===== src/rtl/audio_st_i2s_tx.sv =====
// Avalon-ST sink that applies volume to stereo words and sends them out as FPGA-master I2S.
// Optional AUDIO_ST_I2S_TX_UNDERRUN_CNT_EN adds a saturating underrun_count output.
module audio_st_i2s_tx #(
  parameter int BCLK_HALF = 8,
  parameter int SAMPLE_W  = 16
) (
  input  logic        clk,
  input  logic        reset,
  input  logic        st_valid,
  input  logic [31:0] st_data,
  output logic        st_ready,
  input  logic        play,
  input  logic [6:0]  vol,
  output logic        i2s_bclk,
  output logic        i2s_lrclk,
  output logic        i2s_dacdat,
  output logic        underrun
`ifdef AUDIO_ST_I2S_TX_UNDERRUN_CNT_EN
  ,
  output logic [15:0] underrun_count
`endif
);

  logic [7:0]            div_cnt;
  logic [5:0]            bit_cnt;
  logic [5:0]            bit_nxt;
  logic [2*SAMPLE_W-1:0] hold_dat;
  logic                  hold_full;
  logic [2*SAMPLE_W-1:0] shift_dat;
  logic [2*SAMPLE_W-1:0] load_dat;
  logic                  div_wrap;
  logic                  fall_evt;
  logic                  frame_start;
  logic                  accept;
  logic [4:0]            pos;
  logic [4:0]            idx;
  logic [SAMPLE_W-1:0]   chan;
  logic                  data_bit;

  // Signed gain where 64 is unity; result is saturated back to 16 bits.
  function automatic logic [SAMPLE_W-1:0] scale(input logic [SAMPLE_W-1:0] s,
                                                input logic [6:0] g);
    logic signed [23:0] a;
    logic signed [23:0] b;
    logic signed [23:0] prod;
    logic signed [23:0] sh;
    a    = {{8{s[SAMPLE_W-1]}}, s};
    b    = {17'b0, g};
    prod = a * b;
    sh   = prod >>> 6;
    if (sh > 24'sd32767)       scale = 16'h7FFF;
    else if (sh < -24'sd32768) scale = 16'h8000;
    else                       scale = sh[15:0];
  endfunction

  assign div_wrap    = (div_cnt == 8'(BCLK_HALF - 1));
  assign fall_evt    = div_wrap & i2s_bclk;
  assign bit_nxt     = bit_cnt + 6'd1;
  assign frame_start = fall_evt & (bit_nxt == 6'd0);
  assign st_ready    = play & ~hold_full & ~reset;
  assign accept      = st_valid & st_ready;
  assign load_dat    = {scale(hold_dat[2*SAMPLE_W-1:SAMPLE_W], vol),
                        scale(hold_dat[SAMPLE_W-1:0], vol)};

  // One-BCLK-delayed I2S slot: position 0 is blank, 1..16 carry MSB first.
  always_comb begin
    pos      = bit_nxt[4:0];
    idx      = 5'd16 - pos;
    chan     = bit_nxt[5] ? shift_dat[SAMPLE_W-1:0] : shift_dat[2*SAMPLE_W-1:SAMPLE_W];
    data_bit = 1'b0;
    if (pos >= 5'd1 && pos <= 5'd16) data_bit = chan[idx[3:0]];
  end

  always_ff @(posedge clk) begin
    if (reset) begin
      div_cnt    <= '0;
      bit_cnt    <= '0;
      i2s_bclk   <= 1'b0;
      i2s_lrclk  <= 1'b0;
      i2s_dacdat <= 1'b0;
      underrun   <= 1'b0;
      hold_dat   <= '0;
      hold_full  <= 1'b0;
      shift_dat  <= '0;
    end else begin
      underrun <= 1'b0;
      if (div_wrap) begin
        div_cnt  <= '0;
        i2s_bclk <= ~i2s_bclk;
      end else begin
        div_cnt <= div_cnt + 8'd1;
      end
      if (fall_evt) begin
        bit_cnt    <= bit_nxt;
        i2s_lrclk  <= bit_nxt[5];
        i2s_dacdat <= data_bit;
      end
      if (accept) begin
        hold_dat  <= st_data;
        hold_full <= 1'b1;
      end
      // Ready is low while hold is full, so accept and load never coincide.
      if (frame_start) begin
        if (play && hold_full) begin
          shift_dat <= load_dat;
          hold_full <= 1'b0;
        end else begin
          shift_dat <= '0;
          if (play) underrun <= 1'b1;
        end
      end
    end
  end

`ifdef AUDIO_ST_I2S_TX_UNDERRUN_CNT_EN
  always_ff @(posedge clk) begin
    if (reset) begin
      underrun_count <= '0;
    end else if (frame_start && play && !hold_full && underrun_count != 16'hFFFF) begin
      underrun_count <= underrun_count + 16'd1;
    end
  end
`endif

endmodule


===== config.mk =====
export PLATFORM = sky130hd
export DESIGN_NAME = audio_st_i2s_tx
export DESIGN_NICKNAME = d
export VERILOG_FILES = /design/src/rtl/audio_st_i2s_tx.sv
export SDC_FILE = /design/constraint.sdc
export NUM_CORES = 1
export LEC_CHECK = 0
export BUFFER_PORTS_ARGS = -buffer_cell sky130_fd_sc_hd__buf_2
export CAP_MARGIN = 25
export CORE_MARGIN = 2
export CORE_UTILIZATION = 42
export CTS_BUF_LIST = sky130_fd_sc_hd__clkbuf_8 sky130_fd_sc_hd__clkbuf_16
export CTS_CLUSTER_SIZE = 28
export DETAILED_ROUTE_END_ITERATION = 12
export PLACE_DENSITY = 0.65
export SLEW_MARGIN = 10
export SYNTH_ARGS = -nofsm -noshare
export SYNTH_HDL_FRONTEND = slang
export SYNTH_SLANG_ARGS = --single-unit

===== constraint.sdc =====
create_clock -name clk -period 13.6 [get_ports clk]
set_input_delay 4.08 -clock clk [delete_from_list [all_inputs] [get_ports clk]]
set_output_delay 4.08 -clock clk [all_outputs]
set_load 0.05 [all_outputs]

; ---- Yosys cells after proc, flatten, opt, wreduce, memory -nomap -nowiden
; Cells that the tools add are included.
[word_totals]
elab_cells = 49
ff_bits = 83
input_bits = 43
[op_classes]
n_mul = 2
bitwise = 9
n_addsub = 3
n_reduce_logical = 5
n_eq_ne = 1
n_lt_le_gt_ge = 7
n_mux = 13
[op_table]
columns = operator, count
row1 = two-way mux 16 bit, 5
row2 = multiplier 16 x 8 -> 24 bit, 2
row3 = "> comparator 18 x 16 -> 1 bit, second input constant", 2
row4 = "less-than comparator 18 x 16 -> 1 bit, second input constant", 2
row5 = two-way mux 32 bit, 1
row6 = "adder 8 x 1 -> 8 bit, second input constant", 1
row7 = "== test 8 x 3 -> 1 bit, second input constant", 1
row8 = "adder 6 x 1 -> 6 bit, second input constant", 1
row9 = zero test 6 bit, 1
row10 = two-way mux 1 bit, 6
row11 = bitwise AND 1 bit, 5
row12 = ">= comparator 5 x 1 -> 1 bit, second input constant", 1
row13 = "less-or-equal comparator 5 bit, second input constant", 1
row14 = "less-than comparator 4 x 5 -> 1 bit, second input constant", 1
row15 = binary-select mux 1 bit (select 4 bit), 1
row16 = inverter 1 bit, 4
row17 = "subtractor 1 x 4 -> 4 bit, first input constant", 1
row18 = OR reduction 3 bit, 1
row19 = logical AND 1 bit, 2
row20 = OR reduction 2 bit, 1

; ---- Depth between registers and ports, before layout
; Gate-level depths: netlist of the first run.
[depth]
word_depth = 7
ltp_mapped = 21

; ---- Worst setup path after synthesis of the first run
; OpenSTA, ideal clock, no wires.
[synth_timing]
path_kind = input to output
startpoint = input reset
endpoint = output st_ready
path_stages = 2
path_buffers = 1
t_arrival_ps = 5497
required_time_ps = 9520
path_slack_ps = 4023
cell_sequence = clkbuf_1 > nor3b_1
[synth_via]
elab_chain_cells = 2
[synth_lines]
columns = item, line_no
row1 = from (decl), 8  ; input logic reset,
row2 = inverter 1 bit, 60  ; assign st_ready = play & ~hold_full & ~reset;
row3 = bitwise AND 1 bit, 60
row4 = to (decl), 11  ; output logic st_ready,
; No other way between the ends.

; ---- Worst setup path after layout of the first run
[layout_timing]
startpoint = input vol[3]
endpoint = register shift_dat[27]
[layout_via]
elab_chain_cells = 5
word_cells_on_any_way = 6
classes_between = mul: 1 / order compare: 2 / mux: 3
[layout_lines]
columns = item, line_no
row1 = from (decl), 13  ; input logic [6:0] vol,
row2 = multiplier 16 x 8 -> 24 bit (*), 49  ; prod = a * b;
row3 = less-than comparator 18 x 16 -> 1 bit, 52  ; else if (sh < -24'sd32768) scale = 16'h8000;
row4 = two-way mux 16 bit, 52
row5 = two-way mux 16 bit (*), 51  ; if (sh > 24'sd32767) scale = 16'h7FFF;
row6 = two-way mux 32 bit (*), 104  ; if (play && hold_full) begin
row7 = to (signal assigned), 105  ; shift_dat <= load_dat;
row8 = to (decl), 29  ; logic [2*SAMPLE_W-1:0] shift_dat;
; Every way passes the cells marked *; elsewhere a longest branch is shown, timed or not.
; A chain may end at the register's enable or synchronous reset.

==> results of run 1 <==
## where the power goes
part / switching, mW / internal [mW] / total, mW
clock: 0.121 / 0.125 / 0.246
combinational: 0.114 / 0.0712 / 0.185
sequential: 0.00778 / 0.244 / 0.252
total: 0.242 / 0.441 / 0.683
## sequential cells by signal, summed over array words and instances, names as in the netlist
signal and flops:
hold_full 1, div_cnt 8, shift_dat 32, i2s_bclk 1
bit_cnt 5, underrun 1, hold_dat 32, i2s_dacdat 1
i2s_lrclk 1
## logic make-up after synthesis
logic type	synth area share
AO/OA/AOI/OAI	0.109
XOR/XNOR	0.0450
adder cells (fa/ha/maj)	0.391
buffers and inverters	0.102
flip-flops	0.140
multiplexers	0.0190
AND/OR/NAND/NOR	0.194
## final cells by class
cell class | count | area (um^2) | area share
Clock inverter | 7 | 52.6 | 0.00420
Timing Repair Buffer | 51 | 265 | 0.0212
Multi-Input combinational cell | 944 | 8900 | 0.712
Clock buffer | 9 | 225 | 0.0180
Sequential cell | 82 | 1640 | 0.131
Inverter | 252 | 946 | 0.0756
Tap cell | 378 | 473 | 0.0378
## cell usage after synthesis, types with 2 or more instances
cell      count  area, um^2
a211oi_1      6        45.0
a21o_1       12        90.1
a21oi_1      73         365
a221o_1      14         140
a22o_1        2        17.5
a311oi_1      7        61.3
a31oi_1      11        68.8
a41oi_2       2        32.5
and2_1      183        1140
and3_1        7        43.8
buf_2         4        20.0
buf_6         5        56.3
clkbuf_1     44         165
dfxtp_1      82        1640
fa_1        170        3400
ha_1         95        1190
inv_1       252         946
mux2i_1       2        20.0
mux4_2        9         203
nand2_1     148         556
nand2b_1      5        31.3
nand3_1      15        75.1
nand4_1       3        18.8
nor2_1       30         113
nor2b_1       3        18.8
nor3_1        3        15.0
nor4_1        3        18.8
nor4b_1       3        26.3
o211a_1       2        20.0
o211ai_1     14         105
o21a_1        2        15.0
o21ai_0      18        90.1
o21bai_1      5        37.5
o31ai_1       3        22.5
or2_2         3        18.8
or3_1         3        18.8
xnor2_1      35         307
xnor3_1       2        45.0
xor2_1       17         149
## worst max path at each step
| stage | to | slack [ns] | cells past startpoint |
|---|---|---|---|
| after floorplan | st_ready | 4.02 | 2 |
| after global placement | shift_dat[29] | 3.87 | 17 |
| after detailed placement | shift_dat[27] | 3.77 | 17 |
| after CTS | st_ready | 4.10 | 4 |
| after global routing | shift_dat[29] | 3.78 | 17 |
| final | shift_dat[27] | 4.13 | 17 |
## routing by layer
metal	part of all wire	vias to the layer above	track usage
met4	0.016	0	0.0446
met5	0	-	0
met1	0.50	4320	0.278
met3	0.036	21	0.0308
met2	0.45	153	0.300
li1	-	4221	-
## through the flow
| stage | area (um^2) | total power [mW] |
|---|---|---|
| after floorplan | 11700 | 0.395 |
| after global placement | 12200 | 0.440 |
| after detailed placement | 12200 | 0.444 |
| after CTS | 12500 | 0.691 |
| after global routing | 12500 | 0.725 |
| final | 12500 | 0.683 |
==> run metrics, run 1 <==
status=complete, no violations; vias in the first global route=8,670; final setup skew=about 0.015 ns; Post-CTS Setup Repair Bufs=0; R2R depth=16; Core ar.=roughly 28,000 um^2; post-DP HPWL=between 20,000 and 25,000 um; FF-to-FF setup slack=7.87 ns; Cells after Synth=1,332; DR WL/cell=about 16 um; worst-path fanout max=32; hold worst-path end=div_cnt[0]; Die Y=around 170 um; Max-Slew Margin vs Limit=0.368; most frequent CP cell=fa_1; setup TNS=0 ns; ant diodes=0; Net Count, Synth=around 1,600; Worst Path Buf+Inv=3; drt initial violations=roughly 540; Post-synth ARST share=0; worst setup path startpoint=vol[3]; worst-margin pin slew=around 0.95 ns; crit-path leading delay family=adder cells; Seq/Total Area, Yosys=0.140; largest net degree at the start of global routing=slightly above 60; initial core utilization=0.425; via count=roughly 8,700; EDFF count, synth=0; Remaining Overflow, GRT=0; worst hold slack=approximately 0.45 ns; pwr/cell area=54.6 nW/um^2; reg2reg start=hold_dat[25]; I/O Buffers=between 40 and 50; initial antenna violation count=0; number of synthesized register bits=82; Crit. End Element=register; final critical-path share of the clock period=0.697; hold path depth=1; Final Max Slew Viols=0; most common cell after layout, fill and taps aside=inv_1; CP peak stage delay=roughly 0.65 ns; GRT Overall Usage=0.192; static leakage=6.10 nW; Req. time, crit path=about 14 ns; final std cells w/o fill=1,723; cell row count=between 60 and 70; Die ar.=about 30,000 um^2; post-layout min period=between 9 and 10 ns; synth warn=0; drt first pass iters=4; Slowest cell on crit path=nor4_4; area delta synth->final=6.53%; Min-Delay Path Class=register to register; io pins=48; first-pass GRT wire length=about 44,000 um; Util after Layout=0.453; via/cell ratio=5.06; PnR worst setup slack=approximately 4.1 ns; CP Class=input pin to register; critical path arrival=slightly below 10 ns; most frequent cells in the layout=inv_1, and2_1, fa_1; clock net sink count=approximately 80; reg2reg end=shift_dat[27]; die width=~170 um; startpoint types=input pin; htree depth=3; Total Wirelength=between 20,000 and 30,000 um; Post-CTS Resized=0; # nets final=around 1,600; gpl congestion=0.828; # setup viols final=0; Clock Latency Late Sink=0.37 ns; max-cap violations=0; worst-case clock buffer depth=2; RSZ-0062 raised after global routing=no; CTS root buf=clkbuf_16; Synth Area per Inst=8.81 um^2; hold path startpoint=div_cnt[0]; Residual DRC=0; Max IR drop VDD=roughly 0.056 mV; Fillers=2,738; Post-Place Setup Slack=between 3 and 4 ns; final hold vios=0; layout cells sized above 1=0.0729; CTS Buf Count=9; Yosys cell types=74; Mapped Area=between 10,000 and 15,000 um^2; clk slew on worst S/H paths=approximately 0.060 ns; # hold bufs at CTS=0; FMAX=between 100 and 150 MHz; placed insts=around 1,700; Routed Antenna Nets=0; crit path cell chain=buf_2 -> and2_1 -> fa_1 -> fa_1 -> fa_1 -> inv_1 -> fa_1 -> inv_1 -> ha_1 -> a21oi_1 -> o21ai_0 -> a221o_1 -> a2111o_1 -> and3_1 -> nor4_4 -> o21ai_0 -> a311oi_1; Top FF cell, synth=dfxtp_1; CTS tree=done
Power figures use the tool's default switching activity.
==> inputs of run 2 (changes only) <==
--- a/config.mk
+++ b/config.mk
@@ -5,6 +5,7 @@
 export SDC_FILE = /design/constraint.sdc
 export NUM_CORES = 1
 export LEC_CHECK = 0
+export ABC_AREA = 1
 export BUFFER_PORTS_ARGS = -buffer_cell sky130_fd_sc_hd__buf_2
 export CAP_MARGIN = 25
 export CORE_MARGIN = 2
@@ -12,7 +13,7 @@
 export CTS_BUF_LIST = sky130_fd_sc_hd__clkbuf_8 sky130_fd_sc_hd__clkbuf_16
 export CTS_CLUSTER_SIZE = 28
 export DETAILED_ROUTE_END_ITERATION = 12
-export PLACE_DENSITY = 0.65
+export PLACE_DENSITY = 0.67
 export SLEW_MARGIN = 10
 export SYNTH_ARGS = -nofsm -noshare
 export SYNTH_HDL_FRONTEND = slang
==> constraint.sdc (replaced) <==
create_clock -name clk -period 8.1 [get_ports clk]
set_input_delay 2.43 -clock clk [delete_from_list [all_inputs] [get_ports clk]]
set_output_delay 2.43 -clock clk [all_outputs]
set_load 0.05 [all_outputs]
==> run 2 against run 1 <==
Combinational power grew to 3.4 times the previous value. Die area grew 13%. Sequential share of layout area shrank 1.4 points. Utilization shrank 0.61 points. Critical endpoint is now shift_dat[12]. Largest cell class unchanged. Largest power group is now combinational cells.
==> run metrics, run 2 <==
cell row count=65 (+6.6%); Yosys cell types=39 (-47%); largest registers=hold_dat (32), shift_dat (32), div_cnt (8); Residual DRC=0 (unchanged); Clock Latency Late Sink=0.36 ns (about the same); Die Y=182 um (+6.2%); Top FF cell, synth=dfxtp_1; Synth area leaders=fa_1, nand2_1, inv_1; worst-path fanout max=32 (unchanged); FF-to-FF setup slack=3.07 ns (-4.80 ns); number of synthesized register bits=82 (unchanged); Max-Slew Margin vs Limit=0.415 (+0.0462); RSZ-0062 raised after global routing=no; reg2reg end=shift_dat[12]; setup TNS=0 ns (unchanged); Post-synth ARST share=0 (unchanged); Req. time, crit path=8.30 ns (-5.57 ns); initial antenna violation count=0 (unchanged); clk slew on worst S/H paths=0.07 ns (about the same); hold worst-path end=div_cnt[0]; top-count cell post-synth=nand2_1; FMAX=~140 MHz; worst setup path startpoint=vol[3]; DR WL/cell=12.7 um (-18%); most frequent cells in the layout=nand2_1, inv_1, fa_1; via/cell ratio=4.69 (-7.2%); vias in the first global route=11,600 (+34%); most frequent CP cell=nand2_1; htree depth=3 (unchanged); reg2reg start=hold_dat[15]; Post-CTS Resized=0 (unchanged); Mapped Area=13,300 um^2 (+13%); first-pass GRT wire length=53,700 um (+21%); Worst Path Buf+Inv=4 (+1); Cells after Synth=1,993 (+50%); most common cell after layout, fill and taps aside=nand2_1; ant diodes=0 (unchanged); GRT Overall Usage=0.198 (+0.00613); CP Class=input pin to register; layout cells sized above 1=0.0689 (-0.00391); CP peak stage delay=0.66 ns (about the same); Seq/Total Area, Yosys=0.124 (-0.0161); startpoint types=input pin; Slowest cell on crit path=fa_1; drt initial violations=511 (-5.0%); Fillers=3,254 (+19%); # nets final=2,290 (+39%); top post-synthesis cells by count=nand2_1, inv_1, fa_1, nor2_1, ha_1; post-layout min period=between 7 and 8 ns; Core ar.=31,300 um^2 (+13%); final hold vios=0 (unchanged); gpl congestion=0.882 (+6.5%); Max IR drop VDD=0.0896 mV (+60%); max-cap violations=0 (unchanged); # setup viols final=0 (unchanged); final setup skew=0.00710 ns (-0.00834 ns); via count=11,200 (+29%); area leader, netlist=fa_1; # hold bufs at CTS=0 (unchanged); hold path startpoint=div_cnt[0]; I/O Buffers=47 (unchanged); Die ar.=33,000 um^2 (+13%); final std cells w/o fill=2,389 (+39%); pwr/cell area=105 nW/um^2 (+93%); Crit. End Element=register; post-DP HPWL=24,900 um (+19%); initial core utilization=0.424 (-0.00117); worst-case clock buffer depth=2 (unchanged); io pins=48 (unchanged); status=complete, no violations; Post-CTS Setup Repair Bufs=0 (unchanged); Final Max Slew Viols=0 (unchanged); Synth top area share=0.257 (-0.0334); CTS Buf Count=9 (unchanged); crit path cell chain=buf_2 -> nand2_1 -> fa_1 -> inv_1 -> fa_1 -> inv_1 -> fa_1 -> fa_1 -> inv_1 -> ha_1 -> nand2_1 -> nor2_1 -> nand2_1 -> nor2_1 -> nand2_1 -> nand4_1 -> nand2_2 -> o21bai_4 -> nand2_1 -> nand2_1 -> a21oi_1; R2R depth=20 (+4); clock net sink count=82 (unchanged); Remaining Overflow, GRT=0 (unchanged); die width=182 um (+6.2%); critical path arrival=7.38 ns (-2.36 ns); Synth Area per Inst=6.66 um^2 (-24%); worst-margin pin slew=0.878 ns (-0.0693 ns); placed insts=2,372 (+39%); drt first pass iters=4 (unchanged); Min-Delay Path Class=register to register; final critical-path share of the clock period=0.886; Total Wirelength=30,300 um (+13%); synth warn=0 (unchanged); largest net degree at the start of global routing=39 (-37%); CTS root buf=clkbuf_16; static leakage=8.80 nW (+44%); Net Count, Synth=2,301 (+40%); CTS tree=done; EDFF count, synth=0 (unchanged); area delta synth->final=5.39%; hold path depth=1 (unchanged); crit-path leading delay family=adder cells; Routed Antenna Nets=0 (unchanged)
-- run 2: changes by cell type after synthesis, sizes merged, moves of 20 or more --
cell	change
and2	-181
buf	+25
inv	+283
nand2	+496
nand3	+32
nor2	+112
o21ai	+20
xnor2	-28
-- run 2: power breakdown --
| group | switching, mW | internal [mW] | total (mW) |
|---|---|---|---|
| Sequential | 0.0233 | 0.413 | 0.436 |
| Clock | 0.191 | 0.223 | 0.414 |
| Combinational | 0.398 | 0.225 | 0.623 |
-- run 2: worst max path at each step --
stage / endpoint / slack [ns] / cells after the start
after floorplan: shift_dat[10] / 1.42 / 22
after global placement: shift_dat[13] / 0.65 / 21
after detailed placement: shift_dat[12] / 0.52 / 21
after CTS: shift_dat[12] / 0.88 / 21
after global routing: shift_dat[11] / 0.47 / 21
final: shift_dat[12] / 0.92 / 21
-- run 2: area by class of cell --
cell class,count,area (um^2),area share
clock buffer,10,239,0.0171
inverter,536,2010,0.144
sequential,82,1640,0.117
multi-input combinational,1297,9200,0.658
tap,402,503,0.0360
clock inverter,6,60.1,0.00430
timing repair buffer,56,330,0.0236
-- run 2: per-layer routing --
layer / global-route usage / share of wire
met5: 0 / 0
met4: 0.0702 / 0.031
met3: 0.0174 / 0.026
met2: 0.372 / 0.52
met1: 0.234 / 0.42
-- run 2: cells by family (layout without fill, tap and decap cells) --
| family | after synthesis | after routing | share of synthesized area |
|---|---|---|---|
| DFF | 82 | 82 | 0.124 |
| adders and majority gates | 265 | 265 | 0.346 |
| AOI/OAI and AO/OA | 129 | 129 | 0.0567 |
| and+or+nand+nor | 869 | 869 | 0.268 |
| buffers and inverters | 614 | 608 | 0.183 |
| xor gates and xnor gates | 34 | 34 | 0.0224 |
-- run 2: metrics by stage --
step / util / hold WS [ns] / area, um^2 / setup WS (ns) / total power, mW
after floorplan: - / 0.418 / 13300 / 1.42 / 0.936
after global placement: 0.436 / 0.430 / 13600 / 0.647 / 1.06
after detailed placement: 0.437 / 0.443 / 13700 / 0.523 / 1.08
after CTS: 0.446 / 0.453 / 14000 / 0.883 / 1.49
after global routing: 0.447 / 0.471 / 14000 / 0.475 / 1.60
final: 0.447 / 0.452 / 14000 / 0.920 / 1.47
==> inputs of run 3 (changes only) <==
--- a/config.mk
+++ b/config.mk
@@ -13,7 +13,7 @@
 export CTS_BUF_LIST = sky130_fd_sc_hd__clkbuf_8 sky130_fd_sc_hd__clkbuf_16
 export CTS_CLUSTER_SIZE = 28
 export DETAILED_ROUTE_END_ITERATION = 12
-export PLACE_DENSITY = 0.67
+export PLACE_DENSITY = 0.58
 export SLEW_MARGIN = 10
 export SYNTH_ARGS = -nofsm -noshare
 export SYNTH_HDL_FRONTEND = slang
==> run 3 against run 2 <==
Total power rose by 2.2%. Sequential share of layout area hardly changed. Final cell count about the same.
==> run metrics, run 3 (synthesis gave the netlist of run 2 again) <==
largest net degree at the start of global routing=39 (unchanged); final std cells w/o fill=2,391 (+0.084%); startpoint types=input pin; CTS root buf=clkbuf_16; Min-Delay Path Class=register to register; Residual DRC=0 (unchanged); final critical-path share of the clock period=0.886 (about the same); FMAX=139 MHz (about the same); worst-path fanout max=32 (unchanged); Post-CTS Setup Repair Bufs=0 (unchanged); Multi-input gate area=9200 um^2 (unchanged); DR WL/cell=13.2 um (+4.0%); die width=182 um (unchanged); via count=11,100 (-0.87%); gpl congestion=0.860 (-2.5%); Core ar.=31,300 um^2 (unchanged); initial antenna violation count=1 (+1); Post-CTS Resized=0 (unchanged); vias in the first global route=11,800 (+1.4%); Max IR drop VDD=0.102 mV (+14%); worst hold slack=0.449 ns (-0.00316 ns); # nets final=2,292 (+0.087%); io pins=48 (unchanged); max-cap violations=0 (unchanged); drt initial violations=622 (+22%); placed insts=2,374 (+0.084%); Remaining Overflow, GRT=0 (unchanged); most frequent cells in the layout=nand2_1, inv_1, fa_1; post-layout min period=7.18 ns (-0.00177 ns); cell row count=65 (unchanged); worst-case clock buffer depth=2 (unchanged); htree depth=3 (unchanged); area delta synth->final=5.65%; drt first pass iters=5 (+1); Fillers=3,298 (+1.4%); I/O Buffers=47 (unchanged); GRT Overall Usage=0.206 (+0.00882); final hold vios=0 (unchanged); post-DP HPWL=25,600 um (+3.0%); Req. time, crit path=8.33 ns (+0.03 ns); Clock Latency Late Sink=0.37 ns (about the same); final setup skew=0.0100 ns (+0.00294 ns); Final Max Slew Viols=0 (unchanged); Routed Antenna Nets=0 (unchanged); Die ar.=33,000 um^2 (unchanged); Total Wirelength=31,600 um (+4.1%); Util after Layout=0.448 (+0.00108); # hold bufs at CTS=0 (unchanged); first-pass GRT wire length=55,200 um (+2.8%); CTS Buf Count=9 (unchanged); RSZ-0062 raised after global routing=no; initial core utilization=0.424 (unchanged); static leakage=8.82 nW (+0.21%); setup TNS=0 ns (unchanged); critical path arrival=7.41 ns (+0.03 ns); Max-Slew Margin vs Limit=0.473 (+0.0582); via/cell ratio=4.65 (-0.95%); # setup viols final=0 (unchanged); worst-margin pin slew=0.791 ns (-0.0873 ns); CP Class=input pin to register; Crit. End Element=register; total design power=1.51 mW (+2.2%); ant diodes=0 (unchanged); Die Y=182 um (unchanged); status=complete, no violations; sequential cell area=1640 um^2 (unchanged); CTS tree=done; pwr/cell area=107 nW/um^2 (+2.0%); clk slew on worst S/H paths=0.07 ns (about the same); layout cells sized above 1=0.0699 (+0.000936); most common cell after layout, fill and taps aside=nand2_1; clock net sink count=82 (unchanged); largest registers=hold_dat (32), shift_dat (32), div_cnt (8)
run 3: changes by cell type in the layout (fill, tap and decap cells not counted):
| cell | before | now |
|---|---|---|
| buf_4 | 7 | 9 |
| clkinv_4 | 3 | 1 |
| bufinv_16 | 0 | 1 |
| clkbuf_8 | 1 | 0 |
| inv_6 | 2 | 3 |
| inv_8 | 0 | 1 |
run 3: layout make-up:
cell class	count	area share
Tap cell	402	0.0359
Clock inverter	7	0.00661
Inverter	536	0.144
Sequential cell	82	0.117
Clock buffer	9	0.0161
Timing Repair Buffer	58	0.0246
Multi-Input combinational cell	1297	0.656
run 3: metrics by stage:
step                      setup slack (ns)  instance area [um^2]
after floorplan                       1.42                 13300
after global placement               0.630                 13700
after detailed placement             0.555                 13700
after CTS                            0.936                 14000
after global routing                 0.484                 14000
final                                0.921                 14000
run 3: metal layers:
layer	global-route usage	up-vias	part of all wire
li1	-	5702	-
met1	0.248	5233	0.44
met2	0.392	138	0.52
met3	0.0164	41	0.023
met4	0.0615	0	0.020
met5	0	-	0
run 3: worst paths after layout:
path,startpoint,to,slack [ns],depth (start not counted)
hold / removal,div_cnt[0],div_cnt[0],0.45,1
hold reg to reg,div_cnt[0],div_cnt[0],0.45,1
setup / recovery,vol[3],shift_dat[12],0.92,21
setup reg to reg,hold_dat[31],shift_dat[27],3.12,25
run 3: power breakdown:
part           switching (mW)  leakage (nW)  total, mW  internal, mW
Clock                   0.195         0.156      0.443         0.247
Sequential             0.0232         0.665      0.436         0.413
Combinational           0.400          8.00      0.627         0.227
run 3: worst max-delay path, cell delays in order:
cell and delay, ns:
buf_2 0.60, nand2_1 0.21, fa_1 0.59, fa_1 0.56, inv_1 0.05, fa_1 0.53
inv_1 0.05, fa_1 0.52, inv_1 0.04, ha_1 0.36, nand2_1 0.13, nor2_1 0.19
nand2_1 0.10, nor2_1 0.10, nand2_1 0.10, nand4_1 0.11, nand2_2 0.08, o21bai_4 0.40
nand2_1 0.10, nand2_1 0.08, a21oi_1 0.06
